`config.mk`:
```
export PLATFORM = sky130hd
export DESIGN_NAME = ysyx_ifu_axi_rd_flat
export DESIGN_NICKNAME = d
export VERILOG_FILES = /design/src/rtl/ysyx_ifu_axi_rd_pkg.sv /design/src/rtl/ysyx_ifu_axi_rd_if.sv /design/src/rtl/ysyx_ifu_axi_rd.sv /design/src/flat_wrapper.sv
export SDC_FILE = /design/constraint.sdc
export NUM_CORES = 1
export LEC_CHECK = 0
export ABC_AREA = 1
export BUFFER_PORTS_ARGS = -buffer_cell sky130_fd_sc_hd__buf_2
export CAP_MARGIN = 40
export CORE_MARGIN = 8
export CORE_UTILIZATION = 47
export CTS_BUF_LIST = sky130_fd_sc_hd__clkbuf_16
export CTS_CLUSTER_SIZE = 40
export DETAILED_ROUTE_END_ITERATION = 8
export HOLD_SLACK_MARGIN = 0.05
export PLACE_DENSITY_LB_ADDON = 0.05
export SYNTH_ARGS = -nofsm -noshare
export SYNTH_HDL_FRONTEND = slang
export SYNTH_SLANG_ARGS = --single-unit
```
`constraint.sdc`:
```
create_clock -name clk -period 3.5 [get_ports clk]
set_input_delay 0.875 -clock clk [delete_from_list [all_inputs] [get_ports clk]]
set_output_delay 0.875 -clock clk [all_outputs]
set_load 0.01 [all_outputs]
```
`src/rtl/ysyx_ifu_axi_rd_pkg.sv`:
```
// ---------------------------------------------------------------------------
// ysyx_ifu_axi_rd_pkg
// Shared definitions for the IFU-to-AXI read bridge:
//   - AXI burst type encodings (FIXED / INCR / WRAP)
//   - AXI response encodings (OKAY / EXOKAY / SLVERR / DECERR)
//   - AXI size code for 4-byte beats
//   - bridge FSM state enum
//   - helper deciding whether a requested burst can be granted
// ---------------------------------------------------------------------------
package ysyx_ifu_axi_rd_pkg;

  typedef enum logic [1:0] {
    AXI_BURST_FIXED = 2'b00,
    AXI_BURST_INCR  = 2'b01,
    AXI_BURST_WRAP  = 2'b10
  } axi_burst_e;

  typedef enum logic [1:0] {
    AXI_RESP_OKAY   = 2'b00,
    AXI_RESP_EXOKAY = 2'b01,
    AXI_RESP_SLVERR = 2'b10,
    AXI_RESP_DECERR = 2'b11
  } axi_resp_e;

  localparam logic [2:0] AXI_SIZE_4B = 3'b010;

  typedef enum logic [1:0] {
    ST_IDLE,
    ST_AR,
    ST_R,
    ST_RESP
  } state_e;

  // A burst is only granted from an even word address, so the two-beat
  // refill never straddles the aligned 8-byte pair the IFU expects.
  function automatic logic burst_grant(input logic burst_req, input logic addr_bit2);
    return burst_req & ~addr_bit2;
  endfunction

endpackage

```
`src/rtl/ysyx_ifu_axi_rd_if.sv`:
```
// ---------------------------------------------------------------------------
// ysyx_ifu_axi_rd_if
// AXI4 read-only channel bundle (AR + R) between the IFU bridge and the
// instruction-side crossbar port.
//   master modport : drives AR (arvalid/araddr/arlen/arsize/arburst) and
//                    rready; receives arready and the R channel.
//   slave modport  : the opposite directions (crossbar / memory model).
// ---------------------------------------------------------------------------
interface ysyx_ifu_axi_rd_if #(
  parameter int DATA_W = 32
);
  logic              arvalid;
  logic              arready;
  logic [DATA_W-1:0] araddr;
  logic [7:0]        arlen;
  logic [2:0]        arsize;
  logic [1:0]        arburst;
  logic              rvalid;
  logic              rready;
  logic [DATA_W-1:0] rdata;
  logic [1:0]        rresp;
  logic              rlast;

  modport master (
    output arvalid, araddr, arlen, arsize, arburst, rready,
    input  arready, rvalid, rdata, rresp, rlast
  );

  modport slave (
    input  arvalid, araddr, arlen, arsize, arburst, rready,
    output arready, rvalid, rdata, rresp, rlast
  );
endinterface

```
`src/rtl/ysyx_ifu_axi_rd.sv`:
```
// ---------------------------------------------------------------------------
// ysyx_ifu_axi_rd
// Responder for IFU instruction fetches: turns each IFU read request into one
// AXI4 read transaction and hands every returned word back to the IFU as a
// one-cycle ifu_rvalid pulse.
//
// Ports
//   clk, rst          clock; synchronous active-low reset
//   ifu_araddr        fetch address (low two bits ignored)
//   ifu_arvalid       request level, held by the IFU until it sees rvalid
//   ifu_required      IFU mid-refill; forwarded into bus_lock_o
//   ifu_burst         IFU asks for a BURST_LEN-beat INCR burst
//   ifu_rdata         returned word (registered, held between pulses)
//   ifu_rvalid        one-cycle pulse per returned word
//   ifu_rerr          pulses with ifu_rvalid when rresp != OKAY
//   bus_lock_o        keep-grant request to the arbiter
//   axi               AXI AR/R channels (master side)
//
// Flow: IDLE -accept-> AR -arready-> R -rvalid-> RESP -> (rlast ? IDLE : R)
// The RESP cycle back-pressures AXI (rready low) and never accepts a new
// request, because the IFU still holds arvalid high in that cycle.
// ---------------------------------------------------------------------------
module ysyx_ifu_axi_rd
  import ysyx_ifu_axi_rd_pkg::*;
#(
  parameter int DATA_W    = 32,
  parameter int BURST_LEN = 2
) (
  input  logic              clk,
  input  logic              rst,
  input  logic [DATA_W-1:0] ifu_araddr,
  input  logic              ifu_arvalid,
  input  logic              ifu_required,
  input  logic              ifu_burst,
  output logic [DATA_W-1:0] ifu_rdata,
  output logic              ifu_rvalid,
  output logic              ifu_rerr,
  output logic              bus_lock_o,
  ysyx_ifu_axi_rd_if.master axi
);

  localparam logic [7:0]        BURST_ARLEN = 8'(BURST_LEN - 1);
  localparam logic [DATA_W-1:0] WORD_MASK   = {{(DATA_W-2){1'b1}}, 2'b00};

  state_e            state;
  logic              arvalid_q;
  logic [DATA_W-1:0] araddr_q;
  logic [7:0]        arlen_q;
  logic              rready_q;
  logic              last_q;      // rlast of the beat currently being pulsed

  assign axi.arvalid = arvalid_q;
  assign axi.araddr  = araddr_q;
  assign axi.arlen   = arlen_q;
  assign axi.arsize  = AXI_SIZE_4B;
  assign axi.arburst = AXI_BURST_INCR;
  assign axi.rready  = rready_q;

  // Held for the whole transaction so the arbiter cannot switch masters
  // between AR and the final R beat.
  assign bus_lock_o = ifu_required | (state != ST_IDLE);

  // NOTE: all FSM state and outputs live in one clocked block using
  // non-blocking assignments, so every output is a flop and every branch
  // reads the pre-edge values; nothing here is computed combinationally
  // from the next state.
  always_ff @(posedge clk) begin
    if (!rst) begin
      // NOTE: the datapath registers (address, length, data) are reset too,
      // because all visible outputs must read 0 right after reset.
      state      <= ST_IDLE;
      arvalid_q  <= 1'b0;
      araddr_q   <= '0;
      arlen_q    <= '0;
      rready_q   <= 1'b0;
      last_q     <= 1'b0;
      ifu_rdata  <= '0;
      ifu_rvalid <= 1'b0;
      ifu_rerr   <= 1'b0;
    end else begin
      unique case (state)
        ST_IDLE: begin
          if (ifu_arvalid) begin
            araddr_q  <= ifu_araddr & WORD_MASK;
            arlen_q   <= burst_grant(ifu_burst, ifu_araddr[2]) ? BURST_ARLEN : 8'd0;
            arvalid_q <= 1'b1;
            state     <= ST_AR;
          end
        end

        ST_AR: begin
          // Address/length stay frozen until the crossbar takes them.
          if (axi.arready) begin
            arvalid_q <= 1'b0;
            rready_q  <= 1'b1;
            state     <= ST_R;
          end
        end

        ST_R: begin
          if (axi.rvalid) begin
            ifu_rdata  <= axi.rdata;
            ifu_rerr   <= (axi.rresp != AXI_RESP_OKAY);
            ifu_rvalid <= 1'b1;
            last_q     <= axi.rlast;
            rready_q   <= 1'b0;
            state      <= ST_RESP;
          end
        end

        ST_RESP: begin
          ifu_rvalid <= 1'b0;
          ifu_rerr   <= 1'b0;
          // rlast is trusted as-is; an early rlast simply ends the burst.
          if (last_q) begin
            state <= ST_IDLE;
          end else begin
            rready_q <= 1'b1;
            state    <= ST_R;
          end
        end

        default: begin
          state     <= ST_IDLE;
          arvalid_q <= 1'b0;
          rready_q  <= 1'b0;
        end
      endcase
    end
  end

endmodule

```
`src/flat_wrapper.sv`:
```
// flat-port wrapper written by rule: the top's interface ports become plain ports
module ysyx_ifu_axi_rd_flat import ysyx_ifu_axi_rd_pkg::*;
#(
  parameter int DATA_W    = 32,
  parameter int BURST_LEN = 2
)
  (clk, rst, ifu_araddr, ifu_arvalid, ifu_required, ifu_burst, ifu_rdata, ifu_rvalid, ifu_rerr, bus_lock_o, axi_arvalid, axi_araddr, axi_arlen, axi_arsize, axi_arburst, axi_rready, axi_arready, axi_rvalid, axi_rdata, axi_rresp, axi_rlast);
  ysyx_ifu_axi_rd_if #(.DATA_W(DATA_W)) axi_i ();
  input  logic clk;
  input  logic rst;
  input  logic [DATA_W-1:0] ifu_araddr;
  input  logic ifu_arvalid;
  input  logic ifu_required;
  input  logic ifu_burst;
  output logic [DATA_W-1:0] ifu_rdata;
  output logic ifu_rvalid;
  output logic ifu_rerr;
  output logic bus_lock_o;
  output wire logic [$bits(axi_i.arvalid)-1:0] axi_arvalid;
  output wire logic [$bits(axi_i.araddr)-1:0] axi_araddr;
  output wire logic [$bits(axi_i.arlen)-1:0] axi_arlen;
  output wire logic [$bits(axi_i.arsize)-1:0] axi_arsize;
  output wire logic [$bits(axi_i.arburst)-1:0] axi_arburst;
  output wire logic [$bits(axi_i.rready)-1:0] axi_rready;
  input wire logic [$bits(axi_i.arready)-1:0] axi_arready;
  input wire logic [$bits(axi_i.rvalid)-1:0] axi_rvalid;
  input wire logic [$bits(axi_i.rdata)-1:0] axi_rdata;
  input wire logic [$bits(axi_i.rresp)-1:0] axi_rresp;
  input wire logic [$bits(axi_i.rlast)-1:0] axi_rlast;
  assign axi_arvalid = axi_i.arvalid;
  assign axi_araddr = axi_i.araddr;
  assign axi_arlen = axi_i.arlen;
  assign axi_arsize = axi_i.arsize;
  assign axi_arburst = axi_i.arburst;
  assign axi_rready = axi_i.rready;
  assign axi_i.arready = axi_arready;
  assign axi_i.rvalid = axi_rvalid;
  assign axi_i.rdata = axi_rdata;
  assign axi_i.rresp = axi_rresp;
  assign axi_i.rlast = axi_rlast;
  ysyx_ifu_axi_rd #(.DATA_W(DATA_W), .BURST_LEN(BURST_LEN)) u_core (.clk(clk), .rst(rst), .ifu_araddr(ifu_araddr), .ifu_arvalid(ifu_arvalid), .ifu_required(ifu_required), .ifu_burst(ifu_burst), .ifu_rdata(ifu_rdata), .ifu_rvalid(ifu_rvalid), .ifu_rerr(ifu_rerr), .bus_lock_o(bus_lock_o), .axi(axi_i));
endmodule
```
==> run_results.csv <==
group,metric,value,unit
critical_path,cp-startpoint,"u_core.state[1]$_SDFFE_PN0P_",
logic_synthesis,synth_area_leaders,"dfxtp_1, nor2_1, o21ai_0",
cts,numCtsBuffers,9,
global_route,grt_start_max_net_pins,43,
run_status,status,"completed",
logic_synthesis,netlist_instances,357,
job,cap_violations,0,
routing,vias_per_cell,4.59,
global_route,grt_pass1_wl,11800,µm
routing,wirelength,7480,µm
critical_path,crit_required,2.62,ns
global_route,antenna_found_initial,0,
routing,vias,2605,
cts,cts-htree-levels,3,
final_layout,drive_gt1_share,33.1,%
sta,slew_viol_final,0,
placed_design,hpwl,5400,µm
floorplan,start_util,47.5,%
floorplan,ios,156,
sta,setup_tns,0,ns
critical_path,critPathMaxStageDelay,0.43,ns
placed_design,gp_congestion,0.832,
logic_synthesis,yosys_warnings,0,
critical_path,path_cells,"inv_1 > ha_1 > nand2_1 > buf_2",
logic_synthesis,synth_area,2760,µm²
sta,setup-violations-final,0,
logic_synthesis,yosysTopAreaCell,"dfxtp_1",
logic_synthesis,synth_top_area_share,50.7,%
pwr,vdd_drop_max,0.427,mV
global_route,grt_use_met2,27.7,%
routing,routedWlPerCell,13.2,µm
logic_synthesis,syn_avg_cell_area,7.74,µm²
floorplan,die_x,92.7,µm
cts,numClockSinks,70,
routing,ant_nets,0,
sta,final_hold_viol_count,0,
placed_design,placedInstanceArea,3380,µm²
global_route,overflow,0,
routing,drc,0,
cts,cts_tree,"done",
critical_path,arrival,1.31,ns
global_route,grt_usage,17.1,%
critical_path,reg2reg_depth,6,
global_route,gr-max-usage-layer,"met2",
logic_synthesis,ys_seq_area_share,50.7,%
floorplan,fp.dieArea,8590,µm²
cts,cts_setup_buffers,0,
critical_path,r2r-end,"u_core.axi.arlen[0]$_SDFFE_PN0P_",
critical_path,crit_path_end_kind,"primary output",
cts,cts_max_path_buffers,2,
sta,fin_crit,2.19,ns
critical_path,rr_startpoint,"u_core.state[0]$_SDFFE_PN0P_",
final_layout,fin_nets,568,
floorplan,die_height,92.7,µm
final_layout,ff_latch_area,1400,µm²
final_layout,utilization,63.1,%
final_layout,fin_area,3670,µm²
logic_synthesis,ys_ff_latch,70,
sta,rsz0062_at_grt,"no",
critical_path,reg2reg_slack,1.43,ns
cts,clk_pin_slew_worst_paths,0.05,ns
placed_design,preCtsSetupSlack,1.20,ns
sta,skew,0.00494,ns
global_route,grt_pass1_vias,2441,
routing,dr.pass1.iters,4,
sta,fin_ws,1.31,ns
pwr,power_density,763,nW/µm²
routing,initialDrtViolationCount,112,
cts,clock_latency,0.32,ns
critical_path,crit_end,"bus_lock_o",
sta,holdWs,0.472,ns
final_layout,nFillCells,588,
sta,tightestPinTransition,0.603,ns
sta,period_share,62.4,%
cts,cts_resized,0,
floorplan,core,5820,µm²
cts,cts_hold_buf,0,
final_layout,multi_input_area,1130,µm²
critical_path,startpoint_type,"flop",
final_layout,syn_to_final_growth,32.8,%
final_layout,antenna_cells,0,
floorplan,core.rowCount,28,
critical_path,slowest_stage,"dfxtp_1",
sta,relSlewSlack,59.8,%
sta,fmax,0.458,GHz
critical_path,setup.worst_path.class,"reg -> out",
global_route,grt_util_met1,20.3,%
pwr,power_leakage,1.86,nW
min_path,holdCritPathClass,"reg -> reg",
critical_path,crit_path_max_fanout,6,
global_route,use_met3,6.88,%
placed_design,portBuffers,139,
min_path,holdPathStages,2,
logic_synthesis,synth_cell_types,21,
cts,root_buffer,"clkbuf_16",
[how the worst min path moves through the flow]
stage / startpoint / endpoint / slack [ns]
global route: u_core.axi.araddr[31]$_SDFFE_PN0P_ / u_core.axi.araddr[31]$_SDFFE_PN0P_ / 0.50
CTS: u_core.axi.arlen[0]$_SDFFE_PN0P_ / u_core.axi.arlen[0]$_SDFFE_PN0P_ / 0.48
finish: u_core.axi.araddr[21]$_SDFFE_PN0P_ / u_core.axi.araddr[21]$_SDFFE_PN0P_ / 0.47
detailed placement: u_core.ifu_rdata[1]$_SDFFE_PN0P_ / u_core.ifu_rdata[1]$_SDFFE_PN0P_ / 0.47
floorplan: u_core.last_q$_SDFFE_PN0P_ / u_core.last_q$_SDFFE_PN0P_ / 0.45
global placement: u_core.axi.arlen[0]$_SDFFE_PN0P_ / u_core.axi.arlen[0]$_SDFFE_PN0P_ / 0.45
[critical path, delay by kind of cell (launching register included)]
kind / cells / cell delay (ns)
adder cells (fa/ha/maj): 1 / 0.24
flip-flops: 1 / 0.43
buffers and inverters: 2 / 0.25
AND/OR/NAND/NOR: 1 / 0.07
[sequential cells by signal, indices dropped and copies added (netlist names)]
register	cells
u_core.state	2
u_core.last_q	1
u_core.axi.araddr	30
u_core.axi.arlen	1
u_core.ifu_rerr	1
u_core.ifu_rdata	32
u_core.axi.arvalid	1
u_core.axi.rready	1
u_core.ifu_rvalid	1
[layout make-up]
| type | count | area share (%) |
|---|---|---|
| flip-flops and latches | 70 | 38.2 |
| clock inverters | 7 | 1.77 |
| clock buffers | 9 | 6.14 |
| well taps | 75 | 2.56 |
| inverters | 14 | 1.43 |
| multi-input cells | 252 | 30.8 |
| repair buffers | 140 | 19.2 |
[cell usage after synthesis]
master and number:
nand3_1 6, a21oi_1 5, buf_4 18, buf_2 5, buf_6 3, or2_2 2
nor2_1 133, o21bai_1 1, o211a_1 1, inv_1 12, clkbuf_2 4, dfxtp_1 70
a211oi_2 1, nand2_2 2, ha_1 7, o21ai_1 14, conb_1 2, nand2_1 17
o21ai_0 49, clkbuf_1 3, inv_2 2
[cell usage in the layout, fill, tap and decap left out, drive strengths merged]
cell type and n:
inv 14, clkinvlp 2, o21ai 63, o21bai 1, a211oi 1, dfxtp 70
ha 7, nand3 6, clkinv 4, nand2 19, o211a 1, a21oi 5
conb 14, clkbuf 9, nor2 133, or2 2, bufinv 1, buf 140
[stage by stage]
stage / total power, mW / std cells
after floorplan: 1.67 / 369
after global placement: 1.94 / 551
after detailed placement: 1.95 / 551
after CTS: 2.84 / 567
after global routing: 3.00 / 567
final: 2.80 / 567
[report_power, final]
part / leakage, nW / switching, mW / internal, mW / total, mW
registers: 0.574 / 0.0909 / 0.988 / 1.08
clock network: 0.141 / 0.329 / 0.546 / 0.875
logic: 1.14 / 0.522 / 0.326 / 0.848
total: 1.86 / 0.942 / 1.86 / 2.80
[cell families after synthesis]
family                   Yosys count  synth area share [%]
AND/OR/NAND/NOR                  160                  22.4
AO/OA/AOI/OAI                     71                  13.4
flip-flops                        70                  50.7
buffers and inverters             47                  10.1
adder cells (fa/ha/maj)            7                  3.17
other                              2                 0.272
[per-layer routing]
metal | wire length, µm | share of wire, % | vias to the layer above
li1 | - | - | 1360
met2 | 3500 | 47 | 95
met4 | 75 | 1.0 | 0
met5 | 0 | 0 | -
met3 | 639 | 8.5 | 7
met1 | 3260 | 44 | 1143
No activity file was read; power rests on OpenSTA's default activity.
